## config.mk

```make
export PLATFORM = sky130hd
export DESIGN_NAME = sid_pwm_dac
export DESIGN_NICKNAME = d
export VERILOG_FILES = /design/src/rtl/sid_pwm_dac.sv
export SDC_FILE = /design/constraint.sdc
export NUM_CORES = 1
export LEC_CHECK = 0
export CAP_MARGIN = 0
export CORE_UTILIZATION = 60
export DETAILED_ROUTE_END_ITERATION = 16
export PLACE_DENSITY = 0.83
export SLEW_MARGIN = 20
export SYNTH_ARGS = -nofsm -noshare
export SYNTH_HDL_FRONTEND = slang
export SYNTH_SLANG_ARGS = --single-unit
export TNS_END_PERCENT = 100
```

## constraint.sdc

```tcl
create_clock -name clk -period 5.4 [get_ports clk]
set_clock_uncertainty 0.15 [all_clocks]
set_input_delay 0.81 -clock clk [delete_from_list [all_inputs] [get_ports clk]]
set_output_delay 0.81 -clock clk [all_outputs]
set_load 0.005 [all_outputs]
```

## src/rtl/sid_pwm_dac.sv

```systemverilog
// Audio output stage: double-buffers signed filter samples, converts them to an
// offset-binary PWM duty (optionally error-feedback shaped) and drives one PWM bit.
module sid_pwm_dac #(
  parameter int IN_W  = 12,
  parameter int PWM_W = 8,
  parameter int SHAPE = 1
) (
  input  logic            clk,
  input  logic            rst,
  input  logic [IN_W-1:0] sample_in,
  input  logic            sample_valid,
  output logic            sample_ready,
  output logic            pwm_out,
  output logic            period_start,
  output logic            underrun
);

  localparam int               ERR_W    = IN_W - PWM_W;
  localparam logic [PWM_W-1:0] CNT_LAST = {PWM_W{1'b1}};
  localparam logic [PWM_W-1:0] DUTY_MID = {1'b1, {(PWM_W-1){1'b0}}};

  logic [PWM_W-1:0] r_cnt;
  logic [PWM_W-1:0] r_duty;
  logic [ERR_W-1:0] r_err;
  logic [IN_W-1:0]  r_hold;
  logic             r_full;
  logic             r_miss;
  logic             r_pwm;
  logic             r_pstart;
  logic             r_under;

  logic [IN_W-1:0]  w_u;
  logic [PWM_W-1:0] w_duty_next;
  logic [ERR_W-1:0] w_err_next;
  logic             w_accept;
  logic             w_load;

  assign sample_ready = !r_full && !rst;
  assign w_accept     = sample_valid && sample_ready;
  assign w_load       = (r_cnt == CNT_LAST);

  // Inverting the sign bit maps two's complement onto offset binary.
  assign w_u = {~r_hold[IN_W-1], r_hold[IN_W-2:0]};

  generate
    if (SHAPE != 0) begin : g_shape
      logic [IN_W:0]   w_acc;
      logic [IN_W-1:0] w_acc_sat;

      // Saturate rather than wrap so full-scale plus residue stays full-scale.
      assign w_acc       = {1'b0, w_u} + {{(PWM_W+1){1'b0}}, r_err};
      assign w_acc_sat   = w_acc[IN_W] ? {IN_W{1'b1}} : w_acc[IN_W-1:0];
      assign w_duty_next = w_acc_sat[IN_W-1 -: PWM_W];
      assign w_err_next  = w_acc_sat[ERR_W-1:0];
    end else begin : g_trunc
      assign w_duty_next = w_u[IN_W-1 -: PWM_W];
      assign w_err_next  = '0;
    end
  endgenerate

  always_ff @(posedge clk) begin
    if (rst) begin
      r_cnt  <= '0;
      r_hold <= '0;
      r_full <= 1'b0;
    end else begin
      r_cnt <= r_cnt + 1'b1;
      if (w_accept) begin
        r_hold <= sample_in;
        r_full <= 1'b1;
      end else if (w_load) begin
        r_full <= 1'b0;
      end
    end
  end

  // Duty and residue only move at the end of a period; an empty buffer holds both.
  always_ff @(posedge clk) begin
    if (rst) begin
      r_duty <= DUTY_MID;
      r_err  <= '0;
      r_miss <= 1'b1;
    end else if (w_load) begin
      r_miss <= !r_full;
      if (r_full) begin
        r_duty <= w_duty_next;
        r_err  <= w_err_next;
      end
    end
  end

  always_ff @(posedge clk) begin
    if (rst) begin
      r_pwm    <= 1'b0;
      r_pstart <= 1'b0;
      r_under  <= 1'b0;
    end else begin
      r_pwm    <= (r_cnt < r_duty);
      r_pstart <= (r_cnt == '0);
      r_under  <= (r_cnt == '0) && r_miss;
    end
  end

  assign pwm_out      = r_pwm;
  assign period_start = r_pstart;
  assign underrun     = r_under;

endmodule

```

==> results.json <==
{
  "slew_violations": 0,
  "synth.most_common_cell": "dfxtp_1",
  "cp.buffers_inverters": 3,
  "syn-num-nets": 236,
  "path_common_cell": "clkdlybuf4s50_1",
  "grt_pass1_vias": 1404,
  "crit_path_end_kind": "primary output",
  "crit_chain": "clkdlybuf4s50_1 -> buf_4 -> nor2_1 -> clkdlybuf4s50_1",
  "core-area_um2": 3028,
  "drc": 0,
  "grt_max_degree": 39,
  "globalRouteOverflowTotal": 0,
  "yosys-top-cells-area": "dfxtp_1 (39%), ha_1 (8.6%), a211oi_2 (4.6%)",
  "cp.required_ps": 4440,
  "fmax_mhz": 318.2,
  "drt_wl_total_um": 3481,
  "slew_headroom_pct": 30.09,
  "synthArstFlopShare_pct": 0,
  "netlist_top_cells_count": "dfxtp_1 (37), nor2_1 (21), nand2_1 (15)",
  "ant_nets": 0,
  "post_drt_wl_per_cell_um": 12.99,
  "grt_use_total_pct": 23.00,
  "synth_edf_count": 0,
  "synth_area_um2": 1898,
  "cts_tree": "done",
  "synth_warnings": 0,
  "post-route-period-util_pct": 58.19,
  "min_period_ps": 3142,
  "critPathTopFamily": "buffers and inverters",
  "grt_antenna_before_repair": 0,
  "drtPass1Iterations": 4,
  "postSynthCellCount": 207,
  "ys_types": 44,
  "cpPeakStageDelay_ps": 460,
  "synth_area_per_cell_um2": 9.169,
  "arrival_ps": 2180,
  "cts_buffers": 5,
  "die_area_um2": 3392,
  "syn_to_final_growth_pct": 13.25,
  "seq_area_frac_synth_pct": 39.02,
  "port-buffer-count": 18,
  "p_leak_nw": 0.8014,
  "cts_root_buf": "clkbuf_4",
  "cp_max_fo": 38,
  "drv_cap": 0,
  "setup_viol": 0,
  "vias_per_cell": 5.459,
  "outcome": "completed",
  "path_class": "in -> out",
  "worst_ir_drop_vdd_mv": 0.1757,
  "synthFlopType": "dfxtp_1",
  "ys_ff_latch": 37,
  "htreeDepth": 2,
  "min_path_type": "reg -> reg",
  "die_height_um": 58.25,
  "n_antenna_cell": 0,
  "postCtsHoldBufs": 0,
  "final_nets": 253,
  "tns_ps": 0,
  "drive_above_1_share_pct": 10.71,
  "p_total_w": 0.0004925,
  "rsz0062_at_grt": "false",
  "final-hold-violation-count": 0,
  "clkSinkCount": 37,
  "rows": 20,
  "io_pins": 19,
  "hpwl_um": 2617,
  "gp_congestion": 0.7886,
  "die_x_um": 58.25,
  "power.density_nw_per_um2": 229.1,
  "vias": 1463,
  "startpoint_type": "input port",
  "initial_core_util_pct": 62.69,
  "grt_first_pass_wirelength_um": 5830,
  "clkTransAtPathRegs_ps": 100,
  "worstMarginPinSlew_ps": 1047,
  "synth_area_leader_cell": "dfxtp_1",
  "cts_setup_buffers": 0,
  "yosysTopAreaCellShare_pct": 39.02,
  "cts_resized": 0,
  "max-clock-path-buffers": 2,
  "slowest_stage": "clkdlybuf4s50_1",
  "clock_latency_ps": 340,
  "drtIter0Drc": 38
}
[power breakdown]
| part | internal, W | leakage (nW) | switching [W] | total, W |
|---|---|---|---|---|
| Clock | 0.0000615 | 0.0314 | 0.0000873 | 0.000149 |
| Sequential | 0.000283 | 0.302 | 0.0000104 | 0.000294 |
| Combinational | 0.0000278 | 0.468 | 0.0000221 | 0.0000499 |
[per-stage QoR]
step	hold slack, ps	std cells	utilization, %	setup slack [ps]	instance area [um2]
3_3_place_gp	309.4	261	69.17	2289	2095
3_5_place_dp	337.9	261	69.17	2261	2095
4_1_cts	356.7	268	70.99	2262	2150
2_1_floorplan	280.3	207	-	3421	1898
6_report	360.3	268	70.99	2258	2150
5_1_grt	371.3	268	70.99	2168	2150
[cell families (layout without fill, tap and decap cells)]
group                      count (synthesis)  in the layout  synth area share, %
AOI/OAI and AO/OA                         45             45                18.85
xor gates and xnor gates                  12             12                5.537
adders and majority gates                 14             14                9.625
buffers and inverters                     23             40                5.207
DFF                                       37             37                39.02
muxes                                      1              1               0.5932
and+or+nand+nor                           75             75                21.16
[state kept, by name (all words and copies together) (netlist names)]
| register | cells |
|---|---|
| r_full | 1 |
| r_miss | 1 |
| pwm_out | 1 |
| r_hold | 12 |
| r_err | 4 |
| underrun | 1 |
| period_start | 1 |
| r_cnt | 8 |
| r_duty | 8 |
[worst paths after layout]
check                           endpoint  depth (start not counted)                   start  slack (ps)
hold reg to reg   r_hold[2]$_SDFFE_PP0P_                          2  r_hold[2]$_SDFFE_PP0P_         360
setup reg to reg  r_duty[3]$_SDFFE_PP0P_                          5     r_cnt[0]$_SDFF_PP0_        2410
setup / recovery            sample_ready                          4                     rst        2260
hold / removal    r_hold[2]$_SDFFE_PP0P_                          2  r_hold[2]$_SDFFE_PP0P_         360
[cell usage in the layout, fill, tap and decap left out, drive strengths merged]
cell / n
dfxtp: 37
nor2: 22
clkdlybuf4s50: 18
nand2: 17
inv: 14
ha: 13
o21ai: 11
a211oi: 11
nand2b: 10
xnor2: 8
clkbuf: 7
nand3: 6
a21oi: 6
nor2b: 4
o31ai: 4
xor2: 4
a311oi: 4
nor3: 3
and2: 2
a211o: 2
or3: 2
a21o: 2
a31oi: 2
nand4: 2
nor4: 2
nand4b: 1
o21a: 1
or4: 1
and4: 1
mux2: 1
nor4b: 1
o311a: 1
o21bai: 1
and4b: 1
fa: 1
buf: 1
[worst register-to-register path, delay by kind of cell (launching register included)]
family	cells	cell delay, ps
fa+ha+maj	1	210
flops	1	430
simple gates	3	1810
compound gates	1	220
[final cells by class]
class                           instances  area [um2]
Clock buffer                            7       55.05
Fill cell                             239       878.3
Inverter                               14       52.55
Multi-Input combinational cell        147        1059
Sequential cell                        37       740.7
Tap cell                               44       55.05
Timing Repair Buffer                   19       187.7
[routing by layer]
layer	global-route usage (%)	share of wire (%)	vias up	wire length (um)
met3	6.696	3.3	9	116
li1	-	-	752	-
met5	0	0	-	0
met1	25.84	42	674	1471
met2	39.24	51	28	1792
met4	12.24	2.9	0	100
(Power assumes the default switching activity.)
